<file path="src/rtl/inpkt_config_mux.sv">
// Two-subtype configuration packet receiver: subtype byte + little-endian payload, atomic commit.
// Optional INPKT_CONFIG_RECOVER_EN: recoverable errors with DRAIN; otherwise errors are sticky until RST.
module inpkt_config_mux #(
  parameter int SUBTYPE1_WIDTH = 32,
  parameter int SUBTYPE2_WIDTH = 16
) (
  input  logic                      CLK,
  input  logic                      RST,
  input  logic [7:0]                din,
  input  logic                      wr_en,
  input  logic                      pkt_end,
  output logic                      full,
  output logic [SUBTYPE1_WIDTH-1:0] dout1,
  output logic                      dout1_valid,
  output logic [SUBTYPE2_WIDTH-1:0] dout2,
  output logic                      dout2_valid,
  output logic                      err,
  output logic [1:0]                err_code
);

  localparam int N1      = (SUBTYPE1_WIDTH + 7) / 8;
  localparam int N2      = (SUBTYPE2_WIDTH + 7) / 8;
  localparam int NMAX    = (N1 > N2) ? N1 : N2;
  localparam int CNT_W   = $clog2(NMAX + 1);
  localparam int STAGE_W = 8 * NMAX;

  localparam logic [CNT_W-1:0] N1_C = CNT_W'(N1);
  localparam logic [CNT_W-1:0] N2_C = CNT_W'(N2);

  typedef enum logic [2:0] {
    ST_SUBTYPE,
    ST_DATA1,
    ST_DATA2,
`ifdef INPKT_CONFIG_RECOVER_EN
    ST_DRAIN
`else
    ST_ERROR
`endif
  } state_e;

  typedef enum logic [1:0] {
    ERR_NONE    = 2'd0,
    ERR_SUBTYPE = 2'd1,
    ERR_LONG    = 2'd2,
    ERR_SHORT   = 2'd3
  } err_e;

  state_e                    state_q, state_d;
  logic [CNT_W-1:0]          cnt_q, cnt_d;
  logic [STAGE_W-1:0]        stage_q, stage_d;
  logic [SUBTYPE1_WIDTH-1:0] dout1_q, dout1_d;
  logic [SUBTYPE2_WIDTH-1:0] dout2_q, dout2_d;
  logic                      dout1_valid_q, dout1_valid_d;
  logic                      dout2_valid_q, dout2_valid_d;
  logic                      err_q, err_d;
  err_e                      err_code_q, err_code_d;

  logic                      fault;
  err_e                      fault_code;
  logic [CNT_W-1:0]          n_cur;

  // NOTE: combinational next-state logic uses blocking '=' with a default for every
  // variable up front, so no path leaves a variable unassigned and no latch is inferred.
  always_comb begin
    state_d       = state_q;
    cnt_d         = cnt_q;
    stage_d       = stage_q;
    dout1_d       = dout1_q;
    dout2_d       = dout2_q;
    dout1_valid_d = 1'b0;
    dout2_valid_d = 1'b0;
    err_code_d    = err_code_q;
`ifdef INPKT_CONFIG_RECOVER_EN
    err_d         = 1'b0;
`else
    err_d         = err_q;
`endif
    fault         = 1'b0;
    fault_code    = ERR_NONE;
    n_cur         = (state_q == ST_DATA1) ? N1_C : N2_C;

    if (wr_en) begin
      unique case (state_q)
        ST_SUBTYPE: begin
          cnt_d = '0;
          // An empty payload is reported before the subtype is looked at.
          if (pkt_end) begin
            fault      = 1'b1;
            fault_code = ERR_SHORT;
          end else if (din == 8'd1) begin
            state_d = ST_DATA1;
          end else if (din == 8'd2) begin
            state_d = ST_DATA2;
          end else begin
            fault      = 1'b1;
            fault_code = ERR_SUBTYPE;
          end
        end

        ST_DATA1, ST_DATA2: begin
          if (cnt_q == n_cur) begin
            fault      = 1'b1;
            fault_code = ERR_LONG;
          end else begin
            for (int k = 0; k < NMAX; k++) begin
              if (cnt_q == CNT_W'(k)) stage_d[8*k +: 8] = din;
            end
            cnt_d = cnt_q + 1'b1;
            if (pkt_end) begin
              if (cnt_d == n_cur) begin
                if (state_q == ST_DATA1) begin
                  dout1_d       = stage_d[SUBTYPE1_WIDTH-1:0];
                  dout1_valid_d = 1'b1;
                end else begin
                  dout2_d       = stage_d[SUBTYPE2_WIDTH-1:0];
                  dout2_valid_d = 1'b1;
                end
                state_d = ST_SUBTYPE;
              end else begin
                fault      = 1'b1;
                fault_code = ERR_SHORT;
              end
            end
          end
        end

`ifdef INPKT_CONFIG_RECOVER_EN
        ST_DRAIN: begin
          if (pkt_end) state_d = ST_SUBTYPE;
        end
`else
        ST_ERROR: ;
`endif

        default: ;
      endcase
    end

    if (fault) begin
      err_d      = 1'b1;
      err_code_d = fault_code;
`ifdef INPKT_CONFIG_RECOVER_EN
      state_d    = pkt_end ? ST_SUBTYPE : ST_DRAIN;
`else
      state_d    = ST_ERROR;
`endif
    end
  end

  // NOTE: the staging register is reset along with the rest of the state; it is small
  // and a clean reset value keeps post-reset behaviour fully deterministic.
  always_ff @(posedge CLK) begin
    if (RST) begin
      state_q       <= ST_SUBTYPE;
      cnt_q         <= '0;
      stage_q       <= '0;
      dout1_q       <= '0;
      dout2_q       <= '0;
      dout1_valid_q <= 1'b0;
      dout2_valid_q <= 1'b0;
      err_q         <= 1'b0;
      err_code_q    <= ERR_NONE;
    end else begin
      state_q       <= state_d;
      cnt_q         <= cnt_d;
      stage_q       <= stage_d;
      dout1_q       <= dout1_d;
      dout2_q       <= dout2_d;
      dout1_valid_q <= dout1_valid_d;
      dout2_valid_q <= dout2_valid_d;
      err_q         <= err_d;
      err_code_q    <= err_code_d;
    end
  end

  assign full        = 1'b0;
  assign dout1       = dout1_q;
  assign dout1_valid = dout1_valid_q;
  assign dout2       = dout2_q;
  assign dout2_valid = dout2_valid_q;
  assign err         = err_q;
  assign err_code    = err_code_q;

endmodule

</file>
<file path="config.mk">
export PLATFORM = sky130hd
export DESIGN_NAME = inpkt_config_mux
export DESIGN_NICKNAME = d
export VERILOG_FILES = /design/src/rtl/inpkt_config_mux.sv
export SDC_FILE = /design/constraint.sdc
export NUM_CORES = 1
export LEC_CHECK = 0
export ABC_AREA = 1
export BUFFER_PORTS_ARGS = -buffer_cell sky130_fd_sc_hd__buf_2
export CORE_MARGIN = 4
export CORE_UTILIZATION = 36
export DETAILED_ROUTE_END_ITERATION = 10
export MAX_ROUTING_LAYER = met4
export PLACE_DENSITY_LB_ADDON = 0.25
export SLEW_MARGIN = 20
export SYNTH_ARGS = -nofsm -noshare
export SYNTH_HDL_FRONTEND = slang
export SYNTH_SLANG_ARGS = --single-unit
</file>
<file path="constraint.sdc">
create_clock -name CLK -period 2.3 [get_ports CLK]
set_input_delay 0.115 -clock CLK [delete_from_list [all_inputs] [get_ports CLK]]
set_output_delay 0.115 -clock CLK [all_outputs]
set_load 0.01 [all_outputs]
</file>
==> flow_summary.yaml <==
layout:
  final_common_cell: "nor2_1"
  postLayoutCellArea_um2: 4610
  regArea_um2: 1800
  multiInputGateArea_um2: 1890
  insertedDiodeCount: 0
  n_fill_cell: 1094
  mostFrequentLayoutCells: "nor2_1, dfxtp_1, buf_2"
  area_delta_synth_final_pct: 15.9
  nets: 537
  final_cells: 661
  layout-drive-gt1-share_pct: 27.3
worst_setup_path:
  arrival_ns: 2.35
  worstPathRequired_ns: 2.57
  crit_path_start_kind: "flop"
  cp-startpoint: "state_q[0]"
  cp_max_fo: 44
  path_class: "flop to flop"
  crit_path_end_kind: "flop"
  reg2reg_setup_slack_ns: 0.23
  worstReg2RegEnd: "dout1[26]"
  reg2reg_from: "state_q[0]"
  r2r_cells: 9
global_route:
  grt_usage_pct: 15.3
  grt_pass1_wl_um: 15200
  grt_antenna_before_repair: 0
  gr-total-overflow: 0
  grt_max_degree: 68
  grt_pass1_vias: 3045
clock_tree:
  cts-buffers-inserted: 9
  cts_max_path_buffers: 2
  cts_tree: "built"
  clkLatencyLatePin_ns: 0.35
  h-tree-depth: 3
  path_clk_slew_ns: 0.09
  cts_num_sinks: 90
  cts_root_buf: "clkbuf_8"
placement:
  dp_cells: 644
  place_area_um2: 4400
  gp_congestion: 0.871
  dp_slack_ns: 0.166
  dp_hpwl_um: 6270
  port_buffers: 64
floorplan:
  start_util_pct: 36.7
  fp.dieW_um: 113
  num_rows: 38
  die-area_um2: 12800
  coreArea_um2: 10800
  io_pins: 66
  die_h_um: 113
yosys:
  synth.avg_cell_area_um2: 8.61
  synth_seq_cells: 90
  ys_warn_count: 0
  yosysTopAreaCell: "dfxtp_1"
  synthArstFlopShare_pct: 0
  yosysSeqAreaShare_pct: 45.3
  synth_edf_count: 0
  syn_nets: 483
  synth_area_um2: 3980
  netlist_instances: 462
  synth_cell_type_count: 24
  yosys.area.top_type_share_pct: 45.3
  yosys_most_used_dff: "dfxtp_1"
  yosys-top-cells-area: "dfxtp_1, a211oi_2, nor2_1"
power_and_ir_drop:
  swShare_pct: 38.4
  p_seq_share_pct: 42.6
  cellLeakagePower_nw: 1.91
  p_switching_w: 0.00181
  intPower_w: 0.00290
  power.density_nw_per_um2: 1020
  power_frac_clock_pct: 22.4
  irDropWorstVdd_uv: 360
  pwr-share-comb_pct: 35.0
sta:
  setup_viol: 0
  finalSetupTns_ns: 0
  rsz0062_at_grt: "no"
  relSlewSlack_pct: 65.9
  report.final.hold_viol_count: 0
  worst_slew_pin_slew_ns: 0.510
  fin_crit_sh_pct: 90.2
  worst_slack_ns: 0.227
  fin_skew_ns: 0.0103
  max_freq_ghz: 0.482
  fin_crit_ns: 2.07
  slew_violations: 0
min_path:
  worstHoldStart: "wr_en"
  min_path_cells: 5
  holdCritPathClass: "primary input to flop"
  hold_end: "err_code[1]"
detailed_routing:
  wl_per_cell_um: 13.9
  ant_nets: 0
  drcViolationCount: 0
  drtIter0Drc: 172
  dr.pass1.iters: 4
  num_vias: 3190
  wirelength_um: 9160
  vias_per_cell: 4.83
status:
  outcome: "complete, no violations"
job:
  drv_cap: 0
## through the flow
step	hold slack, ns	util [%]	power, W
2_1_floorplan	0.339	-	0.00336
3_3_place_gp	0.437	40.6	0.00364
3_5_place_dp	0.439	40.6	0.00368
4_1_cts	0.134	42.4	0.00476
5_1_grt	0.164	42.6	0.00507
6_report	0.158	42.6	0.00471
## logic make-up after synthesis
group / Yosys count / synth area share [%]
adders and majority gates: 9 / 2.83
buffers and inverters: 56 / 7.42
DFF: 90 / 45.3
other: 1 / 0.0942
and+or+nand+nor: 174 / 18.0
AOI/OAI and AO/OA: 132 / 26.4
## registers in the layout (all words and copies together), names as in the netlist
name,flops
dout1,32
stage_q,32
dout2,16
cnt_q,3
err_code,2
state_q,2
dout1_valid,1
dout2_valid,1
err,1
## worst max-delay path by stage
stage / to / cells past startpoint / slack, ns
final: dout1[26] / 9 / 0.23
after global routing: dout1[1] / 9 / 0.03
after CTS: dout2[5] / 9 / 0.16
after detailed placement: dout2[5] / 9 / 0.17
after global placement: dout2[14] / 9 / 0.25
after floorplan: dout1[12] / 9 / 0.49
## repair_timing
action,in CTS,in global routing
buffers inserted,0,1
endpoints found under the setup margin,0,11
hold buffers,0,0
gates resized for setup,0,2
## synth_stat cells, drive strengths merged, types with 2 or more instances
| master | instances |
|---|---|
| a21oi | 40 |
| buf | 20 |
| nor3 | 2 |
| dfxtp | 90 |
| a211oi | 72 |
| ha | 9 |
| or2 | 2 |
| nor2 | 113 |
| clkbuf | 11 |
| inv | 25 |
| nand3 | 4 |
| o21ai | 20 |
| nand2 | 51 |
## per-layer routing
layer | GRT usage, % | wire (µm)
met4 | 6.57 | 197
met5 | - | 0
met3 | 2.73 | 321
met2 | 23.7 | 4220
met1 | 19.6 | 4420
## power groups by stage
stage / logic (W) / clock network, W / registers (W)
after floorplan: 0.00134 / 0 / 0.00202
after global placement: 0.00161 / 0 / 0.00203
after detailed placement: 0.00164 / 0 / 0.00204
after CTS: 0.00166 / 0.00110 / 0.00200
after global routing: 0.00187 / 0.00116 / 0.00204
final: 0.00165 / 0.00106 / 0.00201
## critical path, cell delays in order, from the launching register on
cell	delay (ns)
dfxtp_1	0.42
inv_1	0.06
ha_1	0.41
nand2_1	0.15
inv_1	0.13
nand4_4	0.18
nor2_8	0.15
buf_12	0.23
nor2_1	0.08
a211oi_2	0.14
## cell type report
type | instances | share of cell area (%)
tap | 140 | 3.80
timing repair buffer | 74 | 9.79
clock buffer | 13 | 3.88
multi-input combinational | 316 | 41.0
clock inverter | 3 | 0.461
sequential | 90 | 39.1
inverter | 25 | 2.03
(Power assumes the default switching activity.)
